`config.mk`:
```
export PLATFORM = sky130hd
export DESIGN_NAME = timer_event_receiver_flat
export DESIGN_NICKNAME = d
export VERILOG_FILES = /design/src/rtl/timer_event_receiver_if.sv /design/src/rtl/timer_event_receiver.sv /design/src/flat_wrapper.sv
export SDC_FILE = /design/constraint.sdc
export NUM_CORES = 1
export LEC_CHECK = 0
export CAP_MARGIN = 0
export CORE_MARGIN = 3
export CORE_UTILIZATION = 46
export CTS_CLUSTER_DIAMETER = 50
export DETAILED_ROUTE_END_ITERATION = 7
export HOLD_SLACK_MARGIN = 0.1
export PLACE_DENSITY = 0.72
export SYNTH_ARGS = -nofsm -noshare
export SYNTH_HDL_FRONTEND = slang
export SYNTH_SLANG_ARGS = --single-unit
```
`constraint.sdc`:
```
create_clock -name clk -period 1.4 [get_ports clk]
set_input_delay 0.28 -clock clk [delete_from_list [all_inputs] [get_ports clk]]
set_output_delay 0.28 -clock clk [all_outputs]
set_load 0.05 [all_outputs]
```
`src/rtl/timer_event_receiver_if.sv`:
```
// -----------------------------------------------------------------------------
// timer_event_receiver_if
// Event handshake bundle between the timer event receiver and its consumer.
//   evt_valid    : at least one expiry event is pending
//   evt_ready    : consumer accepts one event on a clk edge with evt_valid
//   pending      : number of unconsumed events (CNT_W bits)
//   overflow     : sticky lost-event flag
//   clr_overflow : synchronous overflow clear
// Modports: master = receiver side, slave = consumer side.
// -----------------------------------------------------------------------------
interface timer_event_receiver_if #(
  parameter int CNT_W = 4
);
  logic             evt_valid;
  logic             evt_ready;
  logic [CNT_W-1:0] pending;
  logic             overflow;
  logic             clr_overflow;

  modport master (
    output evt_valid,
    output pending,
    output overflow,
    input  evt_ready,
    input  clr_overflow
  );

  modport slave (
    input  evt_valid,
    input  pending,
    input  overflow,
    output evt_ready,
    output clr_overflow
  );
endinterface

```
`src/rtl/timer_event_receiver.sv`:
```
// -----------------------------------------------------------------------------
// timer_event_receiver
// Synchronizes the asynchronous countdown-timer expiry flag, turns each rising
// edge into one event and queues events in a saturating pending counter that
// a consumer drains through a valid/ready handshake.
//
// Ports:
//   clk        : system clock, rising edge
//   reset      : asynchronous active-low reset
//   bandera_in : timer expiry flag, asynchronous to clk
//   evt_if     : event handshake (timer_event_receiver_if.master)
//
// Parameters:
//   CNT_W      : pending counter width
//   FILTER_LEN : glitch filter length in clk cycles (2..15), used only when
//                EVT_GLITCH_FILTER_EN is defined
//
// Build option: define EVT_GLITCH_FILTER_EN to insert a glitch filter between
// the synchronizer and the edge detector.
// -----------------------------------------------------------------------------
module timer_event_receiver #(
  parameter int CNT_W      = 4,
  parameter int FILTER_LEN = 4
) (
  input  logic                   clk,
  input  logic                   reset,
  input  logic                   bandera_in,
  timer_event_receiver_if.master evt_if
);

  localparam logic [CNT_W-1:0] PEND_MAX = '1;

`ifdef EVT_GLITCH_FILTER_EN
  // After reset the synchronizer and filter hold stale lows; the history
  // register is held high until both have had time to reflect the real input.
  localparam int PRIME_LEN = 2 + FILTER_LEN;
  localparam logic [3:0] FILT_TC = 4'(FILTER_LEN - 1);
`else
  localparam int PRIME_LEN = 2;
`endif
  localparam logic [4:0] PRIME_INIT = 5'(PRIME_LEN);

  logic             sync1_q, sync1_d;
  logic             sync2_q, sync2_d;
  logic             hist_q, hist_d;
  logic [4:0]       prime_q, prime_d;
  logic [CNT_W-1:0] pending_q, pending_d;
  logic             valid_q, valid_d;
  logic             ovf_q, ovf_d;
  logic             level;
  logic             evt;
  logic             xfer;
  logic             sat;

  // Two-flop synchronizer
  always_comb begin
    sync1_d = bandera_in;
    sync2_d = sync1_q;
  end

  always_ff @(posedge clk or negedge reset) begin
    if (!reset) begin
      sync1_q <= 1'b0;
      sync2_q <= 1'b0;
    end else begin
      sync1_q <= sync1_d;
      sync2_q <= sync2_d;
    end
  end

`ifdef EVT_GLITCH_FILTER_EN
  logic       filt_q, filt_d;
  logic [3:0] fcnt_q, fcnt_d;

  // Filtered level follows the synchronized level only after FILTER_LEN
  // consecutive cycles of disagreement; any agreement restarts the count.
  always_comb begin
    filt_d = filt_q;
    fcnt_d = '0;
    if (sync2_q != filt_q) begin
      if (fcnt_q == FILT_TC) begin
        filt_d = sync2_q;
      end else begin
        fcnt_d = fcnt_q + 4'd1;
      end
    end
  end

  always_ff @(posedge clk or negedge reset) begin
    if (!reset) begin
      filt_q <= 1'b0;
      fcnt_q <= '0;
    end else begin
      filt_q <= filt_d;
      fcnt_q <= fcnt_d;
    end
  end

  assign level = filt_q;
`else
  assign level = sync2_q;
`endif

  // Rising-edge detect with reset-high history
  always_comb begin
    evt     = level & ~hist_q;
    prime_d = (prime_q != 5'd0) ? (prime_q - 5'd1) : 5'd0;
    hist_d  = (prime_q != 5'd0) ? 1'b1 : level;
  end

  // Pending counter, handshake and sticky overflow
  always_comb begin
    xfer      = valid_q & evt_if.evt_ready;
    sat       = (pending_q == PEND_MAX);
    pending_d = pending_q;
    ovf_d     = ovf_q;
    if (evt_if.clr_overflow) begin
      ovf_d = 1'b0;
    end
    if (evt && !xfer) begin
      if (sat) begin
        ovf_d = 1'b1;
      end else begin
        pending_d = pending_q + 1'b1;
      end
    end else if (!evt && xfer) begin
      pending_d = pending_q - 1'b1;
    end
    // Registered valid mirrors the next count so evt_ready never reaches
    // evt_valid combinationally.
    valid_d = (pending_d != '0);
  end

  always_ff @(posedge clk or negedge reset) begin
    if (!reset) begin
      hist_q    <= 1'b1;
      prime_q   <= PRIME_INIT;
      pending_q <= '0;
      valid_q   <= 1'b0;
      ovf_q     <= 1'b0;
    end else begin
      hist_q    <= hist_d;
      prime_q   <= prime_d;
      pending_q <= pending_d;
      valid_q   <= valid_d;
      ovf_q     <= ovf_d;
    end
  end

  assign evt_if.evt_valid = valid_q;
  assign evt_if.pending   = pending_q;
  assign evt_if.overflow  = ovf_q;

endmodule

```
`src/flat_wrapper.sv`:
```
// flat-port wrapper written by rule: the top's interface ports become plain ports
module timer_event_receiver_flat 
#(
  parameter int CNT_W      = 4,
  parameter int FILTER_LEN = 4
)
  (clk, reset, bandera_in, evt_if_evt_valid, evt_if_pending, evt_if_overflow, evt_if_evt_ready, evt_if_clr_overflow);
  timer_event_receiver_if #(.CNT_W(CNT_W)) evt_if_i ();
  input  logic clk;
  input  logic reset;
  input  logic bandera_in;
  output wire logic [$bits(evt_if_i.evt_valid)-1:0] evt_if_evt_valid;
  output wire logic [$bits(evt_if_i.pending)-1:0] evt_if_pending;
  output wire logic [$bits(evt_if_i.overflow)-1:0] evt_if_overflow;
  input wire logic [$bits(evt_if_i.evt_ready)-1:0] evt_if_evt_ready;
  input wire logic [$bits(evt_if_i.clr_overflow)-1:0] evt_if_clr_overflow;
  assign evt_if_evt_valid = evt_if_i.evt_valid;
  assign evt_if_pending = evt_if_i.pending;
  assign evt_if_overflow = evt_if_i.overflow;
  assign evt_if_i.evt_ready = evt_if_evt_ready;
  assign evt_if_i.clr_overflow = evt_if_clr_overflow;
  timer_event_receiver #(.CNT_W(CNT_W), .FILTER_LEN(FILTER_LEN)) u_core (.clk(clk), .reset(reset), .bandera_in(bandera_in), .evt_if(evt_if_i));
endmodule
```
After elaboration in Yosys (flattened, before gate mapping)

Index checks and enable logic that the tools add are counted.

Output and inout port bits: 6
Register bits after elaboration: 14
Logic and storage cells: 28

Muxes and demuxes: 8
Equality and inequality tests: 1
Bitwise logic cells: 3
Add/subtract/negate cells: 3
Reduce and logical (&&, ||, !) cells: 6

Operators with widths:

| operator                                         | number |
|---|---|
| 2-to-1 mux 4 bit                                 | 3 |
| 2-to-1 mux 5 bit                                 | 1 |
| nonzero test 5 bit                               | 1 |
| subtractor 5 x 1 -> 5 bit, second input constant | 1 |
| adder 4 x 1 -> 4 bit, second input constant      | 1 |
| equality test 4 bit, second input constant       | 1 |
| 2-to-1 mux 1 bit                                 | 4 |
| nonzero test 4 bit                               | 1 |
| subtractor 4 x 1 -> 4 bit, second input constant | 1 |
| AND 1 bit                                        | 2 |
| logical AND 1 bit                                | 2 |
| logical NOT 1 bit                                | 2 |
| inverter 1 bit                                   | 1 |

Longest topological paths before layout

Depth after elaboration: 7
Gate-level depth with buffers: 5
Mapped depth without buffers: 5

Least setup slack after synthesis

No wires, ideal clock.

Kind: reg2reg
Start point: register u_core.pending_q[1], in the netlist u_core.evt_if.pending[1]
End point: register u_core.valid_q, in the netlist u_core.evt_if.evt_valid
Cell stages (with the launch flop): 6
Clock period less this slack: 1.768 ns
Arrival time: 1.630 ns
Library setup time: 0.138 ns
Buffers on the path: 0
Setup slack: -0.368 ns
Required time: 1.262 ns
Cell sequence: dfrtp_1 ha_1 nand3_2 nand3_2 nor4b_1 o221ai_2

Word-level cells in the longest chain between the ends: 4
Elaborated cells between the ends (all ways): 7
Classes of those cells: add/sub: 2; eq/ne: 1; mux: 3; reduce/logical: 1

Ends and longest elaborated chain:

| element                                                 | RTL line                                                 | source |
|---|---|---|
| start, declared                                         | timer_event_receiver.sv:47                               | `logic [CNT_W-1:0] pending_q, pending_d;` |
| start signal, assigned                                  | timer_event_receiver.sv:144                              | `pending_q <= pending_d;` |
| subtractor 4 x 1 -> 4 bit, or another cell as far along | timer_event_receiver.sv:127                              | `pending_d = pending_q - 1'b1;` |
| 2-to-1 mux 4 bit, on equally long branches              | timer_event_receiver.sv:126, timer_event_receiver.sv:121 |  |
| 2-to-1 mux 4 bit (*)                                    | timer_event_receiver.sv:120                              | `if (evt && !xfer) begin` |
| nonzero test 4 bit (*)                                  | timer_event_receiver.sv:131                              | `valid_d = (pending_d != '0);` |
| net u_core.valid_d                                      | timer_event_receiver.sv:48                               | `logic valid_q, valid_d;` |
| end signal, assigned                                    | timer_event_receiver.sv:145                              | `valid_q <= valid_d;` |
| end, declared                                           | timer_event_receiver.sv:48                               |  |

Mark *: on every way through the listed nets, which the timed path passes. The rest lies on a longest branch.

Worst setup path in the final report

Ends and elaborated chain as after synthesis.

==> results.md <==
| Quantity | Reported |
|:---|:---|
| Final Hold Slack | 294 ps |
| Worst Path Class, Setup | reg2reg |
| Kind of path behind the tightest hold check | in2async |
| Prevailing post-synth register cell | dfrtp_1 |
| X dimension of the die | 45.9 um |
| Max transition margin | 0.773 |
| Cell count after synthesis | 69 |
| GP Congestion | 0.831 |
| Largest net degree at the start of global routing | 15 |
| Routing usage on met2 | 0.266 |
| Placeable Area | 1400 um^2 |
| TritonCTS clock tree | yes |
| Maximum VDD drop | 1230 uV |
| Number of violations of the max-capacitance limit | 0 |
| DRC Markers | 0 |
| Antenna violations before repair | 0 |
| Detailed-route wire length | 1.63 mm |
| GRT Overall Usage | 0.179 |
| Highest fanout seen on the critical path | 5 |
| Share of flip-flops with an asynchronous set or reset after synthesis | 1.00 |
| Clock transition at the registers of the reported paths | 80 ps |
| Post-synthesis area per instance | 10.6 um^2 |
| Initial detailed-routing violation count | 10 |
| Number of standard-cell rows in the floorplan | 13 |
| Post-route clock period utilization | 1.02 |
| Final Hold Viols | 0 |
| Count of yosys warnings during synthesis | 0 |
| Wire length of the first global-routing pass | 2.61 mm |
| Setup-failing EPs final | 2 |
| Failing checks | negative setup slack |
| Layout cells sized above 1 | 0.537 |
| Total Power Consumption | 2180 uW |
| Count of cell types in the netlist | 32 |
| Post-synth EDFFs | 0 |
| Cell area after layout | 1120 um^2 |
| H-tree levels | 1 |
| Placed cell areas | 1050 um^2 |
| Reg-to-reg startpoint | u_core.evt_if.pending[1] |
| Worst Setup End Kind | flop |
| Post-DRT Antenna Nets | 0 |
| Post-synthesis sequential area ratio | 0.481 |
| Worst setup slack for register-to-register paths | -20 ps |
| Highest achievable clock rate | 0.702 GHz |
| Reg2Reg Capture Point | u_core.evt_if.evt_valid |
| First drt pass iteration count | 4 |
| Final-layout fill cell count | 88 |
| Clock insertion delay at the later pin of the skew report | 290 ps |
| CTS root buffer | clkbuf_4 |
| Via count | 613 |
| Global-route track usage on met1 | 0.238 |
| Area added between synthesis and finish | 52.2% |
| Clock Path Buffers | 2 |
| Total area of multi-input combinational cells | 409 um^2 |
| Vias/cell | 5.57 |
| Syn Nets | 77 |
| Post-detail-place hpwl | 1.24 mm |
| Depth of the worst register-to-register path | 4 |
| Power density relative to cell area | 1950 nW/um^2 |
| Number of CTS-inserted buffers | 3 |
| Number of pins with negative max-slew slack in the final report | 0 |
| Endpoint arrival time on the critical path | 1590 ps |
| Post-layout worst setup margin | -23.9 ps |
| Total placed cells including tap cells | 106 |
| Data required time of the critical path | 1560 ps |
| Clock Sink Count | 14 |
| Summed negative setup slack over all endpoints | -38.8 ps |
| Height of the chip | 45.9 um |
| Initial core utilization | 0.524 |
| Startpoint class of the critical path | flop |
| # diodes | 0 |
| Leakage dissipation | 0.000471 uW |
| Vias in the first global route | 572 |
| Floorplan die area | 2110 um^2 |
| Register Area | 360 um^2 |
| GRT met3 Usage | 0.0593 |
| Count of pins on the block boundary | 11 |
| Routed wire per std cell | 14.9 um |
| Post-synthesis instance area | 733 um^2 |
| Unrepaired setup endpoints after global routing | yes |
| Final min period | 1420 ps |
| Actual transition at the worst max-transition pin | 339 ps |
| #FFs+latches synth | 14 |
| Total congestion overflow | 0 |
| Status | finished, violations left |
| Non-Filler Instances | 110 |
| Post-route clock skew | 7.33 ps |
| Most used routing layer | met2 |
| Input/output buffers | 10 |
| Net count, final | 104 |
-- final cells by class --
type,instances,share of cell area
well taps,15,0.0168
flip-flops and latches,14,0.323
inverters,6,0.0202
multi-input cells,47,0.367
repair buffers,24,0.241
clock buffers,4,0.0325
-- flip-flops by register name (all words and copies together) (netlist names) --
name	count
u_core.prime_q	5
u_core.evt_if.pending	4
u_core.evt_if.evt_valid	1
u_core.evt_if.overflow	1
u_core.hist_q	1
u_core.level	1
u_core.sync1_q	1
-- metal layers --
layer  vias to the layer above  wire [um]
li1                        298          -
met1                       291        700
met2                        20        805
met3                         4        105
met4                         0         23
met5                         -          0
-- what timing repair did --
action / in CTS / in global routing
resized for setup: 5 / 2
hold buffers: 0 / 0
pin swaps: 0 / 2
setup endpoints to repair: 5 / 5
setup buffers: 0 / 0
-- worst max path at each step --
stage | from | cells past startpoint | to | slack (ps)
after detailed placement | evt_if_evt_ready | 5 | u_core.evt_if.evt_valid | -250
after CTS | u_core.evt_if.pending[1] | 4 | u_core.evt_if.evt_valid | -20
after global routing | u_core.level | 4 | u_core.evt_if.evt_valid | -80
final | u_core.evt_if.pending[1] | 4 | u_core.evt_if.evt_valid | -20
after floorplan | u_core.evt_if.pending[0] | 5 | u_core.evt_if.evt_valid | -70
after global placement | evt_if_evt_ready | 5 | u_core.evt_if.evt_valid | -220
-- cell usage after synthesis (all sizes together), types with 2 or more instances --
cell,n,share of area
dfrtp,12,0.41
nor2,8,0.041
inv,6,0.031
nand3,4,0.041
nor3,4,0.034
ha,3,0.051
xnor2,3,0.036
and2,2,0.017
and3,2,0.024
buf,2,0.022
dfstp,2,0.072
nand2,2,0.010
nand4,2,0.017
nor2b,2,0.017
o21ai,2,0.014
or3,2,0.017
-- metrics by stage --
step / setup slack (ps) / utilization
after global routing: -83.1 / 0.798
after detailed placement: -255 / 0.750
final: -23.9 / 0.798
after global placement: -218 / 0.750
after floorplan: -65.6 / -
after CTS: -24.4 / 0.792
-- report_power, final --
group          total (uW)  switching (uW)  internal, uW
sequential            595             103           492
clock                 289             130           159
combinational        1300             634           662
-- layout by cell type, fill, tap and decap left out, types with 2 or more instances in the layout --
cell type,instances
buf_12,6
dfrtp_2,3
inv_1,4
dfrtp_1,8
xnor2_1,3
clkbuf_4,3
nor3_1,2
nand4_1,2
nand3_1,2
inv_2,2
nand3_2,2
nor3_2,2
ha_4,2
buf_4,13
clkdlybuf4s50_1,4
nor2_1,8
dfstp_2,2
-- logic make-up after synthesis --
logic type | after synthesis | synth area share
compound gates | 9 | 0.119
fa+ha+maj | 3 | 0.0512
buf+inv | 8 | 0.0529
flops | 14 | 0.481
xor+xnor | 3 | 0.0358
simple gates | 32 | 0.259
-- worst max-delay path: stages, from the launching register on --
cell      delay (ps)
dfrtp_4          520
or3_4            340
nor3_2           170
o21a_2           180
o221ai_2         100
Power figures use the tool's default switching activity.
